## src/rtl/nes_oam_dma.sv

```systemverilog
// nes_oam_dma: sprite OAM DMA engine sitting behind the CPU core's write port.
// Snoops CPU writes to TRIGGER_ADDR. On a hit it halts the CPU, takes the bus,
// and copies 256 bytes from page {cpu_wdata,00..FF} to OAM_DATA_ADDR as
// alternating get (read, even) / put (write, odd) CPU cycles.
// All sequencing advances only on cpu_cycle_en; outputs hold between strobes.
//
// Optional build macro: NES_OAM_DMA_STATS_EN adds dma_count, a modulo-256
// count of completed transfers.
//
// Ports:
//   clock, reset      master clock, synchronous active-high reset
//   cpu_cycle_en      one-clock strobe ending each CPU cycle
//   cpu_addr/wdata/rw snooped CPU bus (rw: 1 = read, 0 = write)
//   dma_rdata         bus read data for DMA reads
//   cpu_halt          CPU stall (RDY low equivalent)
//   dma_active        DMA owns the bus
//   dma_addr/wdata/rw DMA bus master signals (rw: 1 = read, 0 = write)
//   dma_done          one-clock pulse when a transfer completes
//   dma_count         completed transfer counter (STATS build only)
module nes_oam_dma #(
    parameter logic [15:0] TRIGGER_ADDR  = 16'h4014,
    parameter logic [15:0] OAM_DATA_ADDR = 16'h2004
) (
    input  logic        clock,
    input  logic        reset,
    input  logic        cpu_cycle_en,
    input  logic [15:0] cpu_addr,
    input  logic [7:0]  cpu_wdata,
    input  logic        cpu_rw,
    input  logic [7:0]  dma_rdata,
    output logic        cpu_halt,
    output logic        dma_active,
    output logic [15:0] dma_addr,
    output logic [7:0]  dma_wdata,
    output logic        dma_rw,
    output logic        dma_done
`ifdef NES_OAM_DMA_STATS_EN
    ,
    output logic [7:0]  dma_count
`endif
);

    localparam int unsigned ADDR_W = 16;
    localparam int unsigned DATA_W = 8;

    typedef enum logic [2:0] {
        IDLE  = 3'd0,
        HALT  = 3'd1,
        ALIGN = 3'd2,
        READ  = 3'd3,
        WRITE = 3'd4
    } state_t;

    state_t              state, state_next;
    logic                parity;
    logic [DATA_W-1:0]   page, page_next;
    logic [DATA_W-1:0]   index, index_next;
    logic [DATA_W-1:0]   index_inc;

    logic                cpu_halt_next;
    logic                dma_active_next;
    logic [ADDR_W-1:0]   dma_addr_next;
    logic [DATA_W-1:0]   dma_wdata_next;
    logic                dma_rw_next;
    logic                dma_done_next;

    // Index is 8 bits on purpose: page $FF ends at $FFFF with no carry into the page.
    assign index_inc = DATA_W'(index + DATA_W'(1));

    // State and registered outputs
    always_ff @(posedge clock) begin
        if (reset) begin
            state      <= IDLE;
            parity     <= 1'b0;
            page       <= '0;
            index      <= '0;
            cpu_halt   <= 1'b0;
            dma_active <= 1'b0;
            dma_addr   <= '0;
            dma_wdata  <= '0;
            dma_rw     <= 1'b1;
            dma_done   <= 1'b0;
        end else begin
            state      <= state_next;
            parity     <= cpu_cycle_en ? ~parity : parity;
            page       <= page_next;
            index      <= index_next;
            cpu_halt   <= cpu_halt_next;
            dma_active <= dma_active_next;
            dma_addr   <= dma_addr_next;
            dma_wdata  <= dma_wdata_next;
            dma_rw     <= dma_rw_next;
            dma_done   <= dma_done_next;
        end
    end

    // Next-state and next-output logic; everything holds unless a strobe arrives
    always_comb begin
        state_next      = state;
        page_next       = page;
        index_next      = index;
        cpu_halt_next   = cpu_halt;
        dma_active_next = dma_active;
        dma_addr_next   = dma_addr;
        dma_wdata_next  = dma_wdata;
        dma_rw_next     = dma_rw;
        dma_done_next   = 1'b0;

        if (cpu_cycle_en) begin
            case (state)
                IDLE: begin
                    if (!cpu_rw && (cpu_addr == TRIGGER_ADDR)) begin
                        page_next       = cpu_wdata;
                        state_next      = HALT;
                        cpu_halt_next   = 1'b1;
                        dma_active_next = 1'b1;
                        dma_rw_next     = 1'b1;
                    end
                end
                HALT: begin
                    // parity is the HALT cycle's own; odd here means the next cycle is a get
                    if (parity) begin
                        state_next    = READ;
                        dma_addr_next = {page, index};
                    end else begin
                        state_next    = ALIGN;
                    end
                end
                ALIGN: begin
                    state_next    = READ;
                    dma_addr_next = {page, index};
                end
                READ: begin
                    dma_wdata_next = dma_rdata;
                    dma_addr_next  = OAM_DATA_ADDR;
                    dma_rw_next    = 1'b0;
                    state_next     = WRITE;
                end
                WRITE: begin
                    if (index == 8'hFF) begin
                        state_next      = IDLE;
                        index_next      = '0;
                        cpu_halt_next   = 1'b0;
                        dma_active_next = 1'b0;
                        dma_addr_next   = '0;
                        dma_wdata_next  = '0;
                        dma_rw_next     = 1'b1;
                        dma_done_next   = 1'b1;
                    end else begin
                        index_next    = index_inc;
                        dma_addr_next = {page, index_inc};
                        dma_rw_next   = 1'b1;
                        state_next    = READ;
                    end
                end
                default: begin
                    state_next = IDLE;
                end
            endcase
        end
    end

`ifdef NES_OAM_DMA_STATS_EN
    // Completed-transfer counter, advancing with the same edge that raises dma_done
    always_ff @(posedge clock) begin
        if (reset) begin
            dma_count <= '0;
        end else if (dma_done_next) begin
            dma_count <= DATA_W'(dma_count + DATA_W'(1));
        end
    end
`endif

endmodule

```

## config.mk

```make
export PLATFORM = sky130hd
export DESIGN_NAME = nes_oam_dma
export DESIGN_NICKNAME = d
export VERILOG_FILES = /design/src/rtl/nes_oam_dma.sv
export SDC_FILE = /design/constraint.sdc
export NUM_CORES = 1
export LEC_CHECK = 0
export CAP_MARGIN = 25
export CORE_MARGIN = 2
export CORE_UTILIZATION = 51
export DETAILED_ROUTE_END_ITERATION = 6
export PLACE_DENSITY = 0.81
export SYNTH_ARGS = -nofsm -noshare
export SYNTH_HDL_FRONTEND = slang
export SYNTH_SLANG_ARGS = --single-unit
```

## constraint.sdc

```tcl
create_clock -name clock -period 3.75 [get_ports clock]
set_clock_uncertainty 0.15 [all_clocks]
set_input_delay 0.75 -clock clock [delete_from_list [all_inputs] [get_ports clock]]
set_output_delay 0.75 -clock clock [all_outputs]
set_load 0.02 [all_outputs]
```

; ---- Word level (Yosys, flattened, before mapping)
; Index checks and enable logic that the tools add are counted.
[totals]
mem_bits_ro = 0
output_inout_bits = 28
reg_bits = 47
n_memories = 0
inputBits = 36
elab_cells = 52
latchBits = 0
mem_bits_rw = 0
[classes]
div = 0
bitwise_logic = 3
magnitude_cmp = 0
eq_ne = 9
n_addsub = 1
shifts = 0
n_reduce_logical = 15
mul = 0
n_mux = 15
[ops]
columns = cell, n
row1 = 16-bit one-hot mux with 4 select lines, 1
row2 = 16-bit two-way mux, 2
row3 = "16-bit by 15-bit == test with 1-bit output, second input constant", 1
row4 = 8-bit two-way mux, 2
row5 = 8-bit one-hot mux with 2 select lines, 1
row6 = 3-bit one-hot mux with 5 select lines, 1
row7 = 3-bit AND reduction, 4
row8 = "8-bit by 1-bit adder with 8-bit output, second input constant", 1
row9 = "8-bit == test, second input constant", 1
row10 = "3-bit by 2-bit == test with 1-bit output, second input constant", 2
row11 = "2-bit inequality test, second input constant", 3
row12 = 1-bit two-way mux, 4
row13 = 2-bit AND reduction, 2
row14 = 4-bit AND reduction, 1
row15 = 2-bit nonzero test, 2
row16 = 4-bit nonzero test, 1
row17 = "3-bit by 1-bit == test with 1-bit output, second input constant", 1
row18 = "3-bit == test, second input constant", 1
row19 = 3-bit zero test, 1
row20 = 3-bit two-way mux, 1
row21 = 1-bit NOT, 3
row22 = 1-bit one-hot mux with 3 select lines, 1
row23 = 3-bit nonzero test, 1
row24 = 3-bit OR reduction, 1
row25 = other kinds (4), 4

; ---- Depth between registers and ports, before layout
[logic_depth]
word_depth = 4
mapped_depth = 7
depth_no_buf = 5

; ---- Worst setup path after synthesis
; Ideal clock, no wire load.
[synth_timing]
kind = in2reg
start = input cpu_addr[5]
end = register page[7]
required_time_ns = 3.468
t_arrival_ns = 2.095
setup_slack_ns = 1.373
n_path_buf = 1
setup_ns = 0.132
cell_stages = 5
path_cell_list = or4b_4 > or4_1 > buf_2 > o21ai_1 > a21oi_1
[synth_via]
elab_chain_len = 3
[synth_lines]
columns = item, line
row1 = start: declaration, 27  ; input logic [15:0] cpu_addr,
row2 = 16-bit by 15-bit == test with 1-bit output, 112  ; if (!cpu_rw && (cpu_addr == TRIGGER_ADDR)) begin
row3 = 1-bit logical AND, 112
row4 = 3-bit AND reduction (no line), n/a
row5 = end signal: assignment, 86  ; page <= page_next;
row6 = end: declaration, 56  ; logic [DATA_W-1:0] page, page_next;
; Every way passes these cells.
; A chain may end at the register's enable or synchronous reset.

; ---- Final worst setup path
[layout_timing]
start = register state[0]
end = register dma_addr[12]
[layout_via]
elab_chain_len = 3
word_cells_on_any_way = 8
cone_classes = eq/ne (5) / mux (1) / reduce/logical (2)
[layout_lines]
columns = item, line
row1 = start: declaration, 54  ; state_t state, state_next;
row2 = start signal: assignment, 84  ; state <= state_next;
row3 = 3-bit == test (tied with other cells), 110  ; case (state)
row4 = 4-bit nonzero test (no line) / 2-bit inequality test (equally long branches), n/a
row5 = 3-bit AND reduction (no line), n/a
row6 = end signal: assignment, 90  ; dma_addr <= dma_addr_next;
row7 = end: declaration, 33  ; output logic [15:0] dma_addr,
; Parallel ways exist; a longest one is shown, timed or not.

==> impl_results.md <==
* Fill count at 383
* Largest net degree at the start of global routing at 30
* CP required at 3.85 ns
* Pre-Repair DR Iteration Count at 4
* Final antenna diode count at 0
* Hold/Removal Path Class: register to register
* Post-synth top area share at 41.2%
* # resized after CTS at 0
* Final slew viol count at 0
* Final setup vio count at 0
* Status: finished clean
* Max-cap viol count at 0
* Leakage at 0.915 nW
* Yosys warns at 0
* Post-Syn Area per Cell at 8.52 um2
* Total gr overflow at 0
* Rows at 24
* Initial core utilization at 52.8%
* Core Area at 4320 um2
* Hold buffer count at cts at 0
* DIE AREA at 5030 um2
* Initial antenna violation count at 0
* GRT Util Overall at 24.3%
* DR WL/cell at 16.2 um
* Setup crit start kind: register
* TritonCTS Sinks at 47
* Routed WL at 5950 um
* RSZ-0062 raised after global routing: no
* Share of post-route cells with drive strength above 1 at 6.01%
* Distinct cells, synth at 53
* CTS tree: built
* Relative slew slack at 44.7%
* I/O pins at 64
* PD cells at 320 nW/um2
* Htree depth at 2
* Placer Congestion at 0.862
* Vias per inst at 6.18
* Flops & latches, synth at 47
* Hold Slack at 0.319 ns
* Top FF cell, synth: dfxtp_1
* Setup Buffers After CTS at 0
* Post-route ant nets at 0
* Buffers added on ports at 63
* Clk root buf: clkbuf_8
* Final worst-path cycle share at 71.1%
* Fmax at 375 MHz
* CTS clock-pin slew for the worst setup and hold paths at 0.09 ns
* Placed cell count at 360
* Setup TNS at 0 ns
* Worst reg2reg setup slack at 1.08 ns
* Worst Tran Pin Value at 0.824 ns
* Final nets at 352
* Most frequent cells after synthesis: 47 x dfxtp_1, 41 x a21oi_1, 17 x nand3_1
* CTS Buffer Depth at 2
* Crit Path Category: register to register
* Die Y at 70.9 um
* Post-DP HPWL at 4100 um
* Syn Nets at 305
* Post-route insts no fill at 368
* Peak VDD IR at 216 uV
* Arr. time, crit path at 2.76 ns
* Register area share after synthesis at 41.2%
* Global-route wire length before repair at 9940 um
* Cell Area, Synth at 2280 um2
* Most frequent cell after synthesis: dfxtp_1
* Vias in the first global route at 2122
* Residual DRC at 0
* Final Hold Fails at 0
* Async SR Flop Fraction at 0%
* Post-route minimum period at 2.67 ns
* Starting DRT DRC Count at 175
* Via count at 2273
* Number of synthesized flops with an enable pin at 0
* Post-Synthesis Cells at 268
* Chip Width at 70.9 um
* Clk_lat worst skew at 0.30 ns
* Area grow syn2layout at 31.7%
* Top post-synthesis cells by area: dfxtp_1 41%, a21oi_1 9.0%, nand3_1 3.7%
* CTS Buf Count at 5
* Area leader, netlist: dfxtp_1
* CP Capture Type: register
* Crit-path max FO at 24
logic make-up after synthesis:
group	count (synthesis)	synth area share, %
simple gates	75	19.6
mux	3	1.32
buf+inv	34	6.52
compound gates	104	29.3
xor+xnor	4	1.53
flops	47	41.2
fa+ha+maj	1	0.548
per-stage QoR:
stage          power [mW]  setup slack, ns  util (%)  area [um2]
6_report            0.964             1.08      69.6        3010
5_1_grt             0.996            0.850      69.6        3010
4_1_cts             0.968             1.12      69.6        3010
3_5_place_dp        0.574            0.790      66.8        2890
3_3_place_gp        0.573            0.872      66.8        2890
2_1_floorplan       0.530             1.37         -        2280
layout make-up:
| class | count | area [um2] | share of cell area [%] |
|---|---|---|---|
| clock buffers | 6 | 82.6 | 2.75 |
| clock inverters | 2 | 38.8 | 1.29 |
| inverters | 7 | 26.3 | 0.874 |
| multi-input cells | 187 | 1190 | 39.7 |
| flip-flops and latches | 47 | 941 | 31.3 |
| well taps | 52 | 65.1 | 2.16 |
| repair buffers | 67 | 661 | 22.0 |
cells in the final DEF, fill, tap and decap left out, types with 3 or more instances in the layout:
cell,Yosys,final
a211oi_1,7,7
a21oi_1,41,41
a22o_1,7,7
a311oi_1,5,5
a31oi_1,4,4
and3_1,3,3
buf_4,1,4
clkbuf_8,0,6
clkdlybuf4s50_1,0,63
dfxtp_1,47,47
inv_1,5,5
mux2i_1,3,3
nand2_1,11,11
nand3_1,17,17
nand4_1,8,8
nor2_1,10,10
o21ai_0,7,7
o21ai_1,9,9
o22ai_1,3,3
o31ai_1,11,11
xnor2_1,3,3
flip-flops by register name (all words and copies together) (netlist names):
register / count
dma_active: 1
dma_wdata: 8
dma_done: 1
state: 3
index: 8
dma_addr: 16
page: 8
parity: 1
dma_rw: 1
worst max-delay path: stages (launching register included):
cell,delay [ns]
dfxtp_1,0.87
or3b_1,0.40
o21ai_1,0.37
a21oi_1,0.60
a22o_1,0.22
per-layer routing:
layer / up-vias / track usage [%] / share of wire (%)
met5: - / 0 / 0
met4: 0 / 8.39 / 1.6
met3: 11 / 5.27 / 6.5
met2: 85 / 39.3 / 48
met1: 1066 / 32.5 / 44
li1: 1111 / - / -
where the power goes:
part           leakage (nW)  switching, mW  internal, mW  total [mW]
Combinational         0.475         0.0241        0.0372      0.0613
Clock                0.0618          0.182         0.220       0.402
Sequential            0.379        0.00108         0.500       0.501
worst paths after layout:
| path | from | end | cells past startpoint |
|---|---|---|---|
| max | state[0] | dma_addr[12] | 4 |
| min | dma_wdata[2] | dma_wdata[2] | 2 |
| min reg2reg | dma_wdata[2] | dma_wdata[2] | 2 |
| max reg2reg | state[0] | dma_addr[12] | 4 |
Power figures use the tool's default switching activity.
==> variant: new RTL, config.mk and constraints unchanged <==
Register the inputs `cpu_cycle_en`, `cpu_addr`, `cpu_wdata`, `cpu_rw` and `dma_rdata` before use, without a reset. The logic sees them one clock later. Comments in the files are not updated.
--- a/src/rtl/nes_oam_dma.sv
+++ b/src/rtl/nes_oam_dma.sv
@@ -51,6 +51,20 @@
         WRITE = 3'd4
     } state_t;
 
+    logic cpu_cycle_en_q;
+    logic [15:0] cpu_addr_q;
+    logic [7:0] cpu_wdata_q;
+    logic cpu_rw_q;
+    logic [7:0] dma_rdata_q;
+
+    always_ff @(posedge clock) begin
+        cpu_cycle_en_q <= cpu_cycle_en;
+        cpu_addr_q     <= cpu_addr;
+        cpu_wdata_q    <= cpu_wdata;
+        cpu_rw_q       <= cpu_rw;
+        dma_rdata_q    <= dma_rdata;
+    end
+
     state_t              state, state_next;
     logic                parity;
     logic [DATA_W-1:0]   page, page_next;
@@ -82,7 +96,7 @@
             dma_done   <= 1'b0;
         end else begin
             state      <= state_next;
-            parity     <= cpu_cycle_en ? ~parity : parity;
+            parity     <= cpu_cycle_en_q ? ~parity : parity;
             page       <= page_next;
             index      <= index_next;
             cpu_halt   <= cpu_halt_next;
@@ -106,11 +120,11 @@
         dma_rw_next     = dma_rw;
         dma_done_next   = 1'b0;
 
-        if (cpu_cycle_en) begin
+        if (cpu_cycle_en_q) begin
             case (state)
                 IDLE: begin
-                    if (!cpu_rw && (cpu_addr == TRIGGER_ADDR)) begin
-                        page_next       = cpu_wdata;
+                    if (!cpu_rw_q && (cpu_addr_q == TRIGGER_ADDR)) begin
+                        page_next       = cpu_wdata_q;
                         state_next      = HALT;
                         cpu_halt_next   = 1'b1;
                         dma_active_next = 1'b1;
@@ -131,7 +145,7 @@
                     dma_addr_next = {page, index};
                 end
                 READ: begin
-                    dma_wdata_next = dma_rdata;
+                    dma_wdata_next = dma_rdata_q;
                     dma_addr_next  = OAM_DATA_ADDR;
                     dma_rw_next    = 1'b0;
                     state_next     = WRITE;
Formal check against the unedited RTL: not equivalent (Yosys sat finds a counterexample within 4 cycles, from zero or initial values and one cycle with reset high).
==> variant against the unedited design <==
- setup slack gained 190 ps
- power grew 68%
- clock power grew 67%
- global-route usage shrank 3.8 points
- area after synthesis grew 26%
- critical endpoint is now dma_addr[9]$_SDFFE_PP0P_
- sequential cell count grew 34
- wire length grew 5.0%
- cell area grew 24%
==> variant: results (changes against the unedited design) <==
LARGEST_NET_DEGREE_AT_THE_START_OF_GLOBAL_ROUTING=27  # -10%
SYNTH.NET_COUNT=325  # +6.6%
VIA_PER_INST=5.71  # -7.6%
TOTAL_GLOBAL_ROUTING_TRACK_UTILIZATION_PCT=20.6  # -3.8 points
GRT_USE_MET3_PCT=6.36  # +1.1 points
HP-START='cpu_wdata_q[0]$_DFF_P_'
LEAKAGEPOWER_nW=1.26  # +38%
DRT_FIRST_PASS_ITERS=5  # +1
FIRST_ITER_VIOLATIONS=169  # -3.4%
PLACED_AREA_MM2=0.00352  # +22%
CLK-INSERTION-DELAY-LATE_PS=350  # +50 ps
PLACE_CONGESTION=0.902  # +4.6%
SYNTH_XOR_AREA_SHARE_PCT=1.53  # -0.0092 points
FIRST_PASS_GRT_WIRE_LENGTH_UM=10200  # +2.2%
TRITONCTS.NUM_BUFFERS=9  # +4
MUXSHAREOFSYNTHAREA_PCT=1.39  # +0.079 points
DRT-WIRELENGTH-PER-CELL_UM=15.0  # -7.6%
SLEW-LIMIT-HEADROOM_PCT=30.5  # -14 points
CRITICAL_PATH.MAX_FANOUT=17  # -29%
RUN_STATUS='finished, final reports clean'
GLOBALROUTEMET1UTIL_PCT=25.7  # -6.7 points
DIODES=0  # unchanged
CELL_TYPES_OCCUPYING_THE_MOST_AREA_AFTER_SYNTHESIS='dfxtp_1 (56%), a21oi_1 (6.6%), nand3_1 (3.0%), o21ai_0 (2.8%), nand4_1 (2.2%)'
HPWLAFTERDP_UM=4190  # +2.1%
BIGGESTREGSBYFLOPS='cpu_addr_q x16, dma_addr x16'
MAX-VDD-IR-DROP_uV=376  # +74%
HTREEDEPTH=3  # +1
COMPOUND_GATE_PORTION_OF_THE_SYNTHESIZED_AREA_PCT=21.7  # -7.7 points
LAYOUT-DRIVE-GT1-SHARE_PCT=5.78  # -0.23 points
YOSYSSEQAREASHARE_PCT=56.5  # +15 points
SYNTH_FA_HA_AREA_SHARE_PCT=0.436  # -0.11 points
COUNT_OF_DIFFERENT_CELL_MASTERS_AFTER_SYNTHESIS=49  # -7.5%
SYNTH.CELLS.MOST_FREQUENT='dfxtp_1 (81), a21oi_1 (38), nand3_1 (17), o21ai_0 (16), clkbuf_1 (15)'
GRT_USE_MET2_PCT=31.9  # -7.4 points
NUMBER_OF_NETS_IN_THE_FINAL_LAYOUT=379  # +7.7%
FIRST_GLOBAL_VIAS=2260  # +6.5%
CTSLONGESTPATHBUFFERS=2  # unchanged
-- variant: cell types whose count changed in the layout (fill, tap and decap cells not counted), sizes merged, moves of 3 or more --
| cell | unedited run | this run |
|---|---|---|
| dfxtp | 47 | 81 |
| clkbuf | 6 | 10 |
| a21oi | 42 | 39 |
| a31oi | 4 | 1 |
| o22ai | 3 | 0 |
| o31ai | 11 | 8 |
| or2 | 3 | 0 |
-- variant: kinds of logic after synthesis --
family | Yosys count
buffers and inverters | 28
multiplexers | 4
AND/OR/NAND/NOR | 74
XOR/XNOR | 5
flip-flops | 81
adder cells (fa/ha/maj) | 1
AO/OA/AOI/OAI | 95
-- variant: layer usage --
layer | vias up | part of all wire (%)
li1 | 1173 | -
met1 | 1116 | 43
met2 | 87 | 49
met3 | 10 | 6.3
met4 | 0 | 1.5
met5 | - | 0
-- variant: final cells by class --
type	count	area, um^2
Multi-Input combinational cell	179	1130
Sequential cell	81	1620
Timing Repair Buffer	67	658
Clock buffer	10	128
Fill cell	430	1750
Tap cell	72	90.1
Inverter	4	15.0
Clock inverter	5	81.3
-- variant: critical path, cell delays in order, from the launching register on --
cell and delay (ps):
dfxtp_1 540, or3b_1 600, o21ai_0 380, a21oi_1 520
a22o_1 230
-- variant: power breakdown --
group / total (mW) / internal, mW / switching [mW]
registers: 0.886 / 0.880 / 0.00616
clock network: 0.672 / 0.371 / 0.301
logic: 0.0595 / 0.0374 / 0.0220
total: 1.62 / 1.29 / 0.329
-- variant: metrics by stage --
stage	total power [mW]	hold WS (ps)	worst slack, ps	utilization, %	cells
final	1.62	310	1270	68.1	418
after global routing	1.68	326	1060	68.1	418
after CTS	1.63	307	1300	68.1	418
after detailed placement	0.965	295	1280	64.2	403
after global placement	0.964	290	1080	64.2	402
after floorplan	0.923	283	1850	-	288
-- variant: final timing paths --
check                                  end  slack, ps  cells past startpoint
hold / removal        page[0]$_SDFFE_PP0P_        310                      2
hold reg to reg       page[0]$_SDFFE_PP0P_        310                      2
setup reg to reg  dma_addr[9]$_SDFFE_PP0P_       1270                      4
setup / recovery  dma_addr[9]$_SDFFE_PP0P_       1270                      4
